[src/rtl/quad_pkg.sv]
// ---------------------------------------------------------------------------
// quad_pkg
// Shared definitions for the quadrature decoder:
//   - state_t      : decoder FSM states (ST_INIT, ST_RUN)
//   - POS_xx       : 2-bit Gray-code encoder positions, ordered {A, B}
//   - trans_t      : classification of one {A, B} transition
//   - decode_trans : maps (previous, current) position to {valid, up, illegal}
// ---------------------------------------------------------------------------
package quad_pkg;

   typedef enum logic {
      ST_INIT = 1'b0,
      ST_RUN  = 1'b1
   } state_t;

   localparam logic [1:0] POS_00 = 2'b00;
   localparam logic [1:0] POS_01 = 2'b01;
   localparam logic [1:0] POS_11 = 2'b11;
   localparam logic [1:0] POS_10 = 2'b10;

   typedef struct packed {
      logic valid;    // single-channel edge, counts as a step
      logic up;       // direction of a valid step (1 = A leads B)
      logic illegal;  // both channels moved at once
   } trans_t;

   // No change (and anything unexpected) classifies as all-zero.
   function automatic trans_t decode_trans(input logic [1:0] prev, input logic [1:0] curr);
      trans_t t;
      t = '0;
      case ({prev, curr})
         {POS_00, POS_10}, {POS_10, POS_11},
         {POS_11, POS_01}, {POS_01, POS_00}: begin
            t.valid = 1'b1;
            t.up    = 1'b1;
         end
         {POS_00, POS_01}, {POS_01, POS_11},
         {POS_11, POS_10}, {POS_10, POS_00}: begin
            t.valid = 1'b1;
            t.up    = 1'b0;
         end
         {POS_00, POS_11}, {POS_11, POS_00},
         {POS_01, POS_10}, {POS_10, POS_01}: begin
            t.illegal = 1'b1;
         end
         default: t = '0;
      endcase
      return t;
   endfunction

endpackage

[src/rtl/quad_filter.sv]
// ---------------------------------------------------------------------------
// quad_filter
// Two-flop synchroniser followed by a stability filter for one encoder
// channel. A change on the synchronised input is accepted only after it has
// differed from the filtered value for FILTER_LEN consecutive cycles; any
// shorter excursion is discarded.
//
// Ports:
//   clk    : system clock
//   rst    : synchronous active-high reset
//   raw_i  : asynchronous channel input
//   filt_o : synchronised, filtered channel level
// ---------------------------------------------------------------------------
module quad_filter #(
   parameter int FILTER_LEN = 4
) (
   input  logic clk,
   input  logic rst,
   input  logic raw_i,
   output logic filt_o
);

   // FILTER_LEN is at most 255, so FILTER_LEN-1 always fits in 8 bits.
   localparam int CNT_W = 8;
   localparam logic [CNT_W-1:0] CNT_LAST = CNT_W'(FILTER_LEN - 1);

   logic             sync1_q;
   logic             sync2_q;
   logic             filt_q;
   logic             filt_d;
   logic [CNT_W-1:0] cnt_q;
   logic [CNT_W-1:0] cnt_d;

   // The counter measures how long the synchronised level has disagreed
   // with the filtered level; any agreement restarts the measurement.
   always_comb begin
      filt_d = filt_q;
      cnt_d  = '0;
      if (sync2_q != filt_q) begin
         if (cnt_q == CNT_LAST) begin
            filt_d = sync2_q;
         end else begin
            cnt_d = cnt_q + CNT_W'(1);
         end
      end
   end

   always_ff @(posedge clk) begin
      if (rst) begin
         sync1_q <= 1'b0;
         sync2_q <= 1'b0;
         filt_q  <= 1'b0;
         cnt_q   <= '0;
      end else begin
         sync1_q <= raw_i;
         sync2_q <= sync1_q;
         filt_q  <= filt_d;
         cnt_q   <= cnt_d;
      end
   end

   assign filt_o = filt_q;

endmodule

[src/rtl/quad_decoder.sv]
// ---------------------------------------------------------------------------
// quad_decoder
// Quadrature front end for the up/down counter. Each encoder channel is
// synchronised and glitch-filtered, then consecutive filtered positions are
// decoded into a one-cycle step pulse plus a held direction level. Transitions
// where both channels move together are flagged and tallied in a saturating
// counter. After reset an INIT phase lets the filters settle so that an
// encoder resting at a nonzero position does not produce a false step/error.
//
// Ports:
//   clk     : system clock, all logic on posedge
//   rst     : synchronous active-high reset
//   a_in    : encoder channel A (asynchronous)
//   b_in    : encoder channel B (asynchronous)
//   step    : one-cycle pulse per accepted quadrature edge
//   dir     : 1 = up (A leads B), 0 = down; holds last direction
//   err     : one-cycle pulse on an illegal (double-edge) transition
//   err_cnt : saturating count of err pulses
// ---------------------------------------------------------------------------
module quad_decoder
   import quad_pkg::*;
#(
   parameter int FILTER_LEN = 4,
   parameter int ERR_WIDTH  = 8
) (
   input  logic                 clk,
   input  logic                 rst,
   input  logic                 a_in,
   input  logic                 b_in,
   output logic                 step,
   output logic                 dir,
   output logic                 err,
   output logic [ERR_WIDTH-1:0] err_cnt
);

   // Settle counter must reach FILTER_LEN+2 (at most 257): 9 bits.
   localparam int SETTLE_W = 9;
   localparam logic [SETTLE_W-1:0] SETTLE_LAST = SETTLE_W'(FILTER_LEN + 2);

   logic [1:0] pin_ab;
   logic [1:0] filt_ab;   // {A_f, B_f}

   assign pin_ab = {a_in, b_in};

   genvar gi;
   generate
      for (gi = 0; gi < 2; gi++) begin : g_chan
         quad_filter #(
            .FILTER_LEN (FILTER_LEN)
         ) u_filt (
            .clk    (clk),
            .rst    (rst),
            .raw_i  (pin_ab[gi]),
            .filt_o (filt_ab[gi])
         );
      end
   endgenerate

   state_t                state_q;
   state_t                state_d;
   logic [SETTLE_W-1:0]   settle_q;
   logic [SETTLE_W-1:0]   settle_d;
   logic [1:0]            prev_q;
   logic [1:0]            prev_d;
   logic                  step_q;
   logic                  step_d;
   logic                  dir_q;
   logic                  dir_d;
   logic                  err_q;
   logic                  err_d;
   logic [ERR_WIDTH-1:0]  err_cnt_q;
   logic [ERR_WIDTH-1:0]  err_cnt_d;
   trans_t                trans;

   always_comb begin
      state_d   = state_q;
      settle_d  = settle_q;
      prev_d    = filt_ab;     // prev follows the filtered position in every state
      step_d    = 1'b0;
      dir_d     = dir_q;
      err_d     = 1'b0;
      err_cnt_d = err_cnt_q;
      trans     = decode_trans(prev_q, filt_ab);

      case (state_q)
         ST_INIT: begin
            // Covers the synchroniser plus filter latency, so the first
            // settled position is absorbed into prev with no pulse.
            if (settle_q == SETTLE_LAST) begin
               state_d  = ST_RUN;
               settle_d = '0;
            end else begin
               settle_d = settle_q + SETTLE_W'(1);
            end
         end
         ST_RUN: begin
            if (trans.valid) begin
               step_d = 1'b1;
               dir_d  = trans.up;
            end
            if (trans.illegal) begin
               err_d = 1'b1;
               if (err_cnt_q != {ERR_WIDTH{1'b1}}) begin
                  err_cnt_d = err_cnt_q + ERR_WIDTH'(1);
               end
            end
         end
         default: state_d = ST_INIT;
      endcase
   end

   always_ff @(posedge clk) begin
      if (rst) begin
         state_q   <= ST_INIT;
         settle_q  <= '0;
         prev_q    <= POS_00;
         step_q    <= 1'b0;
         dir_q     <= 1'b1;
         err_q     <= 1'b0;
         err_cnt_q <= '0;
      end else begin
         state_q   <= state_d;
         settle_q  <= settle_d;
         prev_q    <= prev_d;
         step_q    <= step_d;
         dir_q     <= dir_d;
         err_q     <= err_d;
         err_cnt_q <= err_cnt_d;
      end
   end

   assign step    = step_q;
   assign dir     = dir_q;
   assign err     = err_q;
   assign err_cnt = err_cnt_q;

endmodule

[config.mk]
export PLATFORM = sky130hd
export DESIGN_NAME = quad_decoder
export DESIGN_NICKNAME = d
export VERILOG_FILES = /design/src/rtl/quad_pkg.sv /design/src/rtl/quad_filter.sv /design/src/rtl/quad_decoder.sv
export SDC_FILE = /design/constraint.sdc
export NUM_CORES = 1
export LEC_CHECK = 0
export ABC_AREA = 0
export BUFFER_PORTS_ARGS = -buffer_cell sky130_fd_sc_hd__buf_2
export CAP_MARGIN = 20
export CORE_MARGIN = 2
export CORE_UTILIZATION = 52
export CTS_CLUSTER_DIAMETER = 30
export DETAILED_ROUTE_END_ITERATION = 7
export PLACE_DENSITY = 0.73
export SLEW_MARGIN = 5
export SYNTH_ARGS = -nofsm -noshare
export SYNTH_HDL_FRONTEND = slang
export SYNTH_SLANG_ARGS = --single-unit
[constraint.sdc]
create_clock -name clk -period 1.7 [get_ports clk]
set_clock_uncertainty 0.15 [all_clocks]
set_input_delay 0 -clock clk [delete_from_list [all_inputs] [get_ports clk]]
set_output_delay 0 -clock clk [all_outputs]
set_load 0.02 [all_outputs]
==> results by group, run 1 <==
Run status
  • Status: finished, final reports clean

Global route
  • Vias in the first global route: 1385
  • Global-route wire length before repair: 5.87 mm
  • Pin count of the biggest net entering global routing: 29
  • Initial antenna violation count: 0
  • Total GRT Usage: 0.183
  • Grt total ovfl: 0

Floorplanning
  • Die area: 4180 sq um
  • Io pins: 15
  • Die H: 64.7 microns
  • Starting Density: 0.531
  • # rows: 22
  • Core Region: 3610 sq um
  • Die Wd: 64.7 microns

Route
  • Final WL: 3.45 mm
  • Vias per cell: 5.33
  • Antenna-violating nets left: 0
  • DR vias: 1514
  • # DRC: 0
  • Iteration-0 DRC Markers: 70
  • Initial DRT Pass Iterations: 4
  • DR WL/cell: 12.2 microns

Synthesis
  • Syn Area/Cell: 9.34 sq um
  • Yosys reg bits: 45
  • Syn Nets: 214
  • Post-synth cell types: 38
  • Register area share after synthesis: 0.471
  • Synthesis Warnings: 0
  • Mapped Cells: 205
  • Syn Std Cell Area: 1910 sq um

Critical path
  • R2R depth: 4
  • Setup crit start kind: flip-flop
  • Worst Path Required: 1740 ps
  • Worst reg2reg setup slack: 60 ps
  • CP endpoint kind: flip-flop
  • Critical path arrival: 1680 ps
  • R2R Path Start: prev_q[1]
  • Worst setup path class: flip-flop to flip-flop
  • Crit path max fanout: 8
  • FF-to-FF End: err_cnt[4]

STA
  • Count of pins over their slew limit: 0
  • Setup TNS: 0 ps
  • Final min period: 1640 ps
  • Crit share post-route: 0.963
  • Final setup viols: 0
  • Hold_ws: 0.575 ps
  • RSZ-0062 raised after global routing: yes
  • Worst-Margin Slew: 512 ps
  • Worst Setup Slack, final: 62.1 ps
  • Final Hold Fails: 0
  • Slew HR: 0.659
  • Max Freq: 611 MHz

Clock network
  • Root buffer cell: clkbuf_8
  • Clock sink count: 45
  • CTS H-tree depth: 2
  • Post-CTS Setup Inserts: 0
  • Longest Clk Path Bufs: 2
  • Clock transition at path regs: 90 ps
  • CTS tree: yes
  • Num CTS Buffers: 5
  • Worst-Skew Late Latency: 300 ps

Cells and area
  • Area Growth Syn to Fin: 20.1%
  • # fillers: 294
  • Highest-count cells in the layout ignoring fill and taps: 42 x dfxtp_1, 30 x nor2_1, 14 x buf_2, 13 x nand3_1, 13 x xor2_1
  • Multi-input gate area: 1010 sq um
  • Diodes inserted: 0
  • Layout Nets: 244
  • FF/Latch Area: 905 sq um
  • Fraction of layout cells with a size suffix above 1: 0.199
  • Most common cell after layout, fill and taps aside: dfxtp_1

Power
  • Sw Pwr: 0.503 mW
  • Internal: 1.78 mW
  • Clk pwr share: 0.414
  • Sequential share of power: 0.496
  • Leak: 0.933 nW
  • IR Drop Worst-Case VDD: 0.735 mV
  • Gate power share: 0.089
  • PD cells: 995 nW/um^2
  • Switching portion of total power: 0.220
  • Design Power: 2.29 mW

Placement
  • DP HPWL: 2.32 mm
  • DP Worst Slack: 58.4 ps
  • Routability-driven placement congestion ratio: 0.776
  • PortBufs: 14

Min path
  • Hold depth: 2
  • Class of the tightest hold or removal check: primary input to flip-flop
  • Worst hold endpoint: settle_q[6]
  • Worst hold path startpoint: rst

Flow run
  • Max Cap Violations: 0
-- per-stage QoR --
step,std cells,area (sq um),utilization
final,284,2300,0.637
after global routing,284,2300,0.637
after CTS,284,2290,0.634
after detailed placement,274,2130,0.591
after global placement,274,2130,0.591
after floorplan,205,1940,-
-- worst max-delay path by stage --
stage | from | endpoint | slack, ps | cells after the start
after global routing | err_cnt[1] | err_cnt[1] | -60 | 5
after detailed placement | settle_q[0] | settle_q[5] | 60 | 6
after floorplan | settle_q[0] | settle_q[5] | -10 | 6
final | prev_q[1] | err_cnt[4] | 60 | 4
after CTS | settle_q[0] | settle_q[5] | 40 | 6
after global placement | g_chan[0].u_filt.cnt_q[1] | g_chan[0].u_filt.cnt_q[7] | 110 | 5
-- area by class of cell --
cell class / count / area share
inverter: 4 / 0.00653
clock inverter: 3 / 0.0283
tap: 48 / 0.0261
sequential: 45 / 0.394
timing repair buffer: 27 / 0.0751
clock buffer: 5 / 0.0299
multi-input combinational: 152 / 0.440
-- timing repair --
action,CTS,global route
resized for setup,0,2
endpoints found under the setup margin,0,14
hold buffers,2,0
hold endpoints to repair,2,0
-- logic make-up after synthesis --
| logic type | count (synthesis) | share of synthesized area |
|---|---|---|
| AOI/OAI and AO/OA | 27 | 0.0915 |
| xor gates and xnor gates | 24 | 0.118 |
| adders and majority gates | 5 | 0.0327 |
| buffers and inverters | 8 | 0.0163 |
| DFF | 45 | 0.471 |
| muxes | 4 | 0.0216 |
| and+or+nand+nor | 92 | 0.250 |
-- power groups by stage --
stage	Sequential (mW)	Clock [mW]	Combinational, mW
finish	1.13	0.947	0.204
global route	1.14	1.01	0.229
CTS	1.13	0.967	0.201
detailed placement	1.16	0	0.196
global placement	1.16	0	0.191
floorplan	1.15	0	0.138
-- critical path, cell delays in order, from the launching register on --
cell and delay [ps]:
dfxtp_1 390, xor2_2 210, nand3_2 190, nor3_1 250
mux2_1 340
-- state kept, by name, summed over array words and instances (netlist names) --
signal / count
g_chan.u_filt.sync1_q: 2
err_cnt: 8
err: 1
state_q: 1
g_chan.u_filt.sync2_q: 2
dir: 1
g_chan.u_filt.filt_o: 2
settle_q: 9
prev_q: 2
g_chan.u_filt.cnt_q: 16
step: 1
-- cells in the mapped netlist --
cell	number	area share
a22o_1	2	0.0092
inv_1	4	0.0078
buf_1	1	0.0020
and2_1	1	0.0033
nand3_1	13	0.034
nor2_1	30	0.059
a31oi_1	4	0.013
nand2b_1	3	0.0098
nand2_1	8	0.016
nor2b_1	7	0.023
or3b_1	1	0.0046
nand3_2	1	0.0052
dfxtp_1	45	0.47
nor4b_1	3	0.014
o2111ai_1	1	0.0046
xor2_2	2	0.017
mux2i_1	3	0.016
o31a_1	1	0.0046
a31o_2	1	0.0046
and3b_1	1	0.0046
xor2_1	13	0.059
buf_2	1	0.0026
xnor2_1	9	0.041
a211oi_1	2	0.0078
ha_1	5	0.033
a21oi_1	9	0.024
a211oi_2	1	0.0065
nor4_1	2	0.0065
a311oi_1	1	0.0046
and4_1	1	0.0046
nand4_1	5	0.016
nor3_1	4	0.010
o21ai_0	5	0.013
mux2_1	1	0.0059
clkbuf_1	2	0.0039
or2_2	1	0.0033
and3_1	9	0.029
or3_1	2	0.0065
-- per-layer routing --
layer,up-vias,global-route usage,part of all wire
met5,-,0,0
met3,7,0.0642,0.038
met1,704,0.227,0.50
met2,24,0.279,0.44
met4,0,0.0984,0.023
li1,779,-,-
(Power assumes the default switching activity.)
==> run 2, diff against run 1 <==
HOLD_SLACK_MARGIN = 0.15   (was default)
==> results by group, run 2 (synthesis gave the netlist of run 1 again) <==
Run status
  • Status: finished, final reports clean

Floorplanning
  • Die H: 64.7 microns (unchanged)
  • # rows: 22 (unchanged)
  • Io pins: 15 (unchanged)
  • Core Region: 3610 sq um (unchanged)
  • Starting Density: 0.531 (unchanged)
  • Die Wd: 64.7 microns (unchanged)
  • Die area: 4180 sq um (unchanged)

Critical path
  • R2R Path Start: prev_q[1]
  • CP cell instances: xor2_2 > nand3_2 > nor3_1 > mux2_1
  • CP endpoint kind: flip-flop
  • CP max stage delay: 390 ps (about the same)
  • Slowest library cell on the worst path: dfxtp_1
  • Setup crit start kind: flip-flop
  • Crit path max fanout: 8 (unchanged)
  • Worst Path Required: 1740 ps (about the same)
  • Worst reg2reg setup slack: 60 ps (about the same)
  • Worst setup path class: flip-flop to flip-flop
  • Critical path arrival: 1680 ps (about the same)
  • R2R depth: 4 (unchanged)
  • FF-to-FF End: err_cnt[4]

Global route
  • Total GRT Usage: 0.186 (+0.00259)
  • Pin count of the biggest net entering global routing: 29 (unchanged)
  • Vias in the first global route: 1402 (+1.2%)
  • Initial antenna violation count: 0 (unchanged)
  • Global-route wire length before repair: 5.95 mm (+1.3%)
  • Grt total ovfl: 0 (unchanged)

Route
  • Antenna-violating nets left: 0 (unchanged)
  • Final WL: 3.52 mm (+1.9%)
  • Iteration-0 DRC Markers: 81 (+16%)
  • DR WL/cell: 12.3 microns (+0.85%)
  • Initial DRT Pass Iterations: 4 (unchanged)
  • DR vias: 1524 (+0.66%)
  • # DRC: 0 (unchanged)
  • Vias per cell: 5.31 (-0.39%)

STA
  • RSZ-0062 raised after global routing: yes
  • Final min period: 1640 ps (+1.46 ps)
  • Crit share post-route: 0.964 (about the same)
  • Final setup viols: 0 (unchanged)
  • Count of pins over their slew limit: 0 (unchanged)
  • Worst-Margin Slew: 517 ps (+4.37 ps)
  • Worst Setup Slack, final: 60.7 ps (-1.46 ps)
  • Max Freq: 610 MHz (about the same)
  • Final Hold Fails: 0 (unchanged)
  • Slew HR: 0.656 (-0.00292)

Power
  • Leak: 0.948 nW (+1.6%)
  • PD cells: 985 nW/um^2 (-0.99%)
  • IR Drop Worst-Case VDD: 0.740 mV (+0.65%)
  • Design Power: 2.29 mW (+0.30%)

Cells and area
  • Diodes inserted: 0 (unchanged)
  • Biggest register: g_chan.u_filt.cnt_q
  • Fraction of layout cells with a size suffix above 1: 0.197 (-0.00250)
  • Max reg flops: 16 (unchanged)
  • # fillers: 293 (-0.34%)
  • Most common cell after layout, fill and taps aside: dfxtp_1
  • Highest-count cells in the layout ignoring fill and taps: 42 x dfxtp_1, 30 x nor2_1, 14 x buf_2, 13 x nand3_1, 13 x xor2_1
  • Non-Filler Cell Area, Final: 2330 sq um (+1.3%)
  • Area Growth Syn to Fin: 21.6%
  • Layout Nets: 247 (+1.2%)

Flow run
  • Max Cap Violations: 0 (unchanged)

Clock network
  • Clock sink count: 45 (unchanged)
  • Clock transition at path regs: 80 ps (about the same)
  • Num CTS Buffers: 5 (unchanged)
  • Longest Clk Path Bufs: 2 (unchanged)
  • Worst-Skew Late Latency: 300 ps (about the same)
  • CTS tree: yes
  • Root buffer cell: clkbuf_8
  • Post-CTS Setup Inserts: 0 (unchanged)
  • CTS H-tree depth: 2 (unchanged)

Placement
  • PortBufs: 14 (unchanged)
  • Post-DP Area: 2130 sq um (unchanged)
  • Routability-driven placement congestion ratio: 0.776 (unchanged)
  • DP Worst Slack: 58.4 ps (unchanged)
  • DP HPWL: 2.32 mm (unchanged)

Min path
  • Class of the tightest hold or removal check: flip-flop to flip-flop
  • Hold depth: 1 (-1)
  • Worst hold endpoint: g_chan[1].u_filt.cnt_q[0]
  • Worst hold path startpoint: g_chan[1].u_filt.cnt_q[0]
==> run 2: cell types whose count changed in the layout (fill, tap and decap cells not counted) <==
cell,delta
dlygate4sd3_1,+3
==> run 2: cell type report <==
type	count	area, sq um	share of cell area
inverter	4	15.0	0.00645
multi-input combinational	152	1010	0.435
timing repair buffer	30	203	0.0870
sequential	45	905	0.389
clock buffer	5	68.8	0.0296
clock inverter	3	65.1	0.0279
tap	48	60.1	0.0258
==> run 2: what timing repair did <==
item                                    4_1_cts  5_1_grt
hold buffers                                  5        0
resized for setup                             0        2
endpoints found under the setup margin        0       14
endpoints found under the hold margin        20        0
==> run 2: where the power goes <==
group          switching (mW)  leakage [nW]  internal, mW
logic                   0.100         0.514         0.110
registers              0.0417         0.366          1.09
clock network           0.364        0.0681         0.584
total                   0.506         0.948          1.79
==> run 2: per-layer routing <==
| metal | track usage | vias to the layer above | wire length, microns |
|---|---|---|---|
| met5 | 0 | - | 0 |
| met4 | 0.0984 | 0 | 79 |
| met3 | 0.0642 | 7 | 124 |
| met2 | 0.286 | 23 | 1580 |
| met1 | 0.228 | 709 | 1730 |
| li1 | - | 785 | - |
==> run 2: critical path, delay by kind of cell (launching register included) <==
family | cells | cell delay (ps)
xor+xnor | 1 | 210
mux | 1 | 340
simple gates | 2 | 440
flops | 1 | 390
==> run 2: metrics by stage <==
| step | std cells | util | hold WS [ps] | setup TNS (ps) |
|---|---|---|---|---|
| after floorplan | 205 | - | -21.8 | -11.4 |
| after global placement | 274 | 0.591 | 57.6 | 0 |
| after detailed placement | 274 | 0.591 | 68.3 | 0 |
| after CTS | 287 | 0.642 | 291 | 0 |
| after global routing | 287 | 0.646 | 310 | -118 |
| final | 287 | 0.646 | 292 | 0 |
==> run 2: how the worst max path moves through the flow <==
stage	startpoint	endpoint	depth (start not counted)	slack, ps
global route	err_cnt[1]	err_cnt[1]	5	-60
global placement	g_chan[0].u_filt.cnt_q[1]	g_chan[0].u_filt.cnt_q[7]	5	110
detailed placement	settle_q[0]	settle_q[5]	6	60
floorplan	settle_q[0]	settle_q[5]	6	-10
CTS	settle_q[0]	settle_q[5]	6	40
finish	prev_q[1]	err_cnt[4]	4	60
==> run 3, diff against run 2 <==
CORE_UTILIZATION = 53   (was 52)
SYNTH_HIERARCHICAL = 1   (was default)
==> results by group, run 3 <==
Synthesis
  • Register area share after synthesis: 0.457 (-0.0134)
  • Ys async rst share: 0 (unchanged)
  • Top_reg_cell synth: dfxtp_1
  • Post-synth EDFFs: 0 (unchanged)
  • Syn Area/Cell: 9.08 sq um (-2.8%)
  • Count leader, synth: dfxtp_1
  • Mapped Cells: 217 (+5.9%)
  • Syn Std Cell Area: 1970 sq um (+2.9%)
  • Post-synth top cells: 45 x dfxtp_1, 21 x a21oi_1, 20 x nor2_1
  • Cell taking the most area after synthesis: dfxtp_1
  • Post-synth cell types: 34 (-11%)
  • Synth area leaders: dfxtp_1 46%, a21oi_1 5.3%, ha_1 4.4%, xor2_1 4.4%, or3_1 4.1%
  • Area share of the largest cell type after synthesis: 0.457 (-0.0134)
  • Synthesis Warnings: 6 (+6)
  • Yosys reg bits: 45 (unchanged)
  • Syn Nets: 228 (+6.5%)

Cells and area
  • Multi-input gate area: 1090 sq um (+8.0%)
  • Area Growth Syn to Fin: 30.3%
  • # fillers: 290 (-1.0%)
  • FF/Latch Area: 913 sq um (+0.97%)
  • Max reg flops: 16 (unchanged)
  • Highest-count cells in the layout ignoring fill and taps: 35 x dfxtp_1, 31 x buf_4, 20 x nor2_1, 19 x a21oi_1, 15 x buf_2
  • Biggest register: g_chan.u_filt/cnt_q
  • Diodes inserted: 0 (unchanged)
  • Layout Nets: 281 (+14%)
  • Finished Core Util: 0.712 (+0.0663)
  • Most common cell after layout, fill and taps aside: dfxtp_1
  • Fin cells: 319 (+11%)
  • Fraction of layout cells with a size suffix above 1: 0.310 (+0.113)

Clock network
  • Clock sink count: 45 (unchanged)
  • Root buffer cell: clkbuf_8
  • Num CTS Buffers: 5 (unchanged)
  • CTS H-tree depth: 2 (unchanged)
  • CTS tree: yes
  • Worst-Skew Late Latency: 300 ps (about the same)
  • Longest Clk Path Bufs: 2 (unchanged)
  • Clock transition at path regs: 80 ps (about the same)

STA
  • Setup TNS: 0 ps (unchanged)
  • Final min period: 1690 ps (+50.2 ps)
  • RSZ-0062 raised after global routing: yes
  • Final Hold Fails: 0 (unchanged)
  • Crit share post-route: 0.994 (+0.0295)
  • Count of pins over their slew limit: 0 (unchanged)
  • Hold_ws: 287 ps (-5.33 ps)
  • Worst Setup Slack, final: 10.5 ps (-50.2 ps)
  • Max Freq: 592 MHz (-3.0%)
  • Worst-Margin Slew: 325 ps (-192 ps)
  • Slew HR: 0.783 (+0.127)
  • Final setup viols: 0 (unchanged)

Floorplanning
  • Core Region: 3610 sq um (unchanged)
  • Io pins: 15 (unchanged)
  • Starting Density: 0.546 (+0.0156)
  • # rows: 22 (unchanged)
  • Die H: 65.0 microns (+0.46%)
  • Die area: 4220 sq um (+0.93%)
  • Die Wd: 65.0 microns (+0.46%)

Power
  • PD cells: 829 nW/um^2 (-16%)
  • IR Drop Worst-Case VDD: 0.578 mV (-22%)
  • Leak: 1.03 nW (+9.1%)

Route
  • # DRC: 0 (unchanged)
  • DR vias: 1708 (+12%)
  • DR WL met3: 150 microns (+21%)
  • Antenna-violating nets left: 0 (unchanged)
  • Metal-1 WL: 1.89 mm (+8.9%)
  • DR WL/cell: 12.7 microns (+3.4%)
  • Top routing layer in use: met4
  • Vias per cell: 5.35 (+0.83%)
  • Initial DRT Pass Iterations: 4 (unchanged)
  • Final WL: 4.05 mm (+15%)
  • Met2 WL: 1.98 mm (+25%)
  • Iteration-0 DRC Markers: 103 (+27%)

Placement
  • PortBufs: 14 (unchanged)
  • Routability-driven placement congestion ratio: 0.818 (+5.5%)
  • DP Worst Slack: -0.711 ps (-59.1 ps)
  • Placed cells: 302 (+10%)
  • DP HPWL: 2.62 mm (+13%)

Min path
  • Worst hold endpoint: g_chan[0].u_filt/sync2_q
  • Worst hold path startpoint: g_chan[0].u_filt/sync1_q
  • Hold depth: 1 (unchanged)
  • Class of the tightest hold or removal check: flip-flop to flip-flop

Critical path
  • CP max stage delay: 480 ps (+90 ps)
  • Worst setup path class: flip-flop to flip-flop
  • Slowest library cell on the worst path: or4b_4
  • CP cell instances: ha_4 > or4b_4 > or3_1 > a21oi_1
  • Worst Path Required: 1770 ps (+30 ps)
  • Critical path arrival: 1760 ps (+80 ps)
  • FF-to-FF End: g_chan[0].u_filt/filt_o
  • R2R depth: 4 (unchanged)
  • R2R Path Start: g_chan[0].u_filt/cnt_q[1]
  • Setup crit start kind: flip-flop
  • Crit path max fanout: 3 (-5)
  • CP endpoint kind: flip-flop
  • Worst reg2reg setup slack: 10 ps (-50 ps)

Run status
  • Status: finished, final reports clean

Flow run
  • Max Cap Violations: 0 (unchanged)

Global route
  • Pin count of the biggest net entering global routing: 15 (-48%)
  • Initial antenna violation count: 0 (unchanged)
  • Grt total ovfl: 0 (unchanged)
  • Vias in the first global route: 1533 (+9.3%)
  • Global-route wire length before repair: 6.69 mm (+12%)
  • Total GRT Usage: 0.204 (+0.0186)
## run 3: worst max-delay path by stage
stage	from	endpoint	slack [ps]	depth (start not counted)
after floorplan	err_cnt[0]	err_cnt[6]	20	4
after global placement	g_chan[1].u_filt/cnt_q[0]	g_chan[1].u_filt/filt_o	60	4
after detailed placement	g_chan[0].u_filt/cnt_q[1]	g_chan[0].u_filt/filt_o	-0.7	4
after CTS	g_chan[1].u_filt/cnt_q[0]	g_chan[1].u_filt/filt_o	6	4
after global routing	g_chan[0].u_filt/cnt_q[1]	g_chan[0].u_filt/filt_o	-50	4
final	g_chan[0].u_filt/cnt_q[1]	g_chan[0].u_filt/filt_o	10	4
## run 3: cell families after synthesis
group,Yosys count,share of synthesized area
xor+xnor,15,0.0667
mux,2,0.0102
fa+ha+maj,7,0.0444
simple gates,80,0.229
buf+inv,16,0.0317
compound gates,52,0.161
flops,45,0.457
## run 3: area by class of cell
cell class,instances,share of cell area
multi-input combinational,156,0.426
sequential,45,0.356
timing repair buffer,51,0.139
clock buffer,7,0.0375
tap,48,0.0234
inverter,11,0.0161
clock inverter,1,0.00195
## run 3: metal layers
metal / track usage / vias up
met5: 0 / -
met1: 0.255 / 791
met3: 0.0625 / 4
met2: 0.344 / 26
met4: 0.0479 / 0
li1: - / 887
## run 3: report_power, final
group          leakage [nW]  switching [mW]  internal (mW)
sequential            0.369          0.0235           1.09
clock                0.0542           0.359          0.368
combinational         0.612           0.129          0.159
## run 3: critical path, delay by kind of cell, from the launching register on
family,cells,cell delay [ps]
compound gates,1,140
simple gates,2,840
flops,1,360
fa+ha+maj,1,130
## run 3: stage by stage
step | power (mW) | area, sq um
global route | 2.24 | 2570
finish | 2.13 | 2570
CTS | 2.11 | 2460
floorplan | 1.27 | 1980
global placement | 1.37 | 2300
detailed placement | 1.38 | 2300
## run 3: timing repair
item / CTS / global route
setup endpoints to repair: 2 / 13
resized for setup: 5 / 22
endpoints found under the hold margin: 22 / 0
hold buffers: 5 / 0
cloned: 0 / 1
pin swaps: 1 / 8
setup buffers: 0 / 3
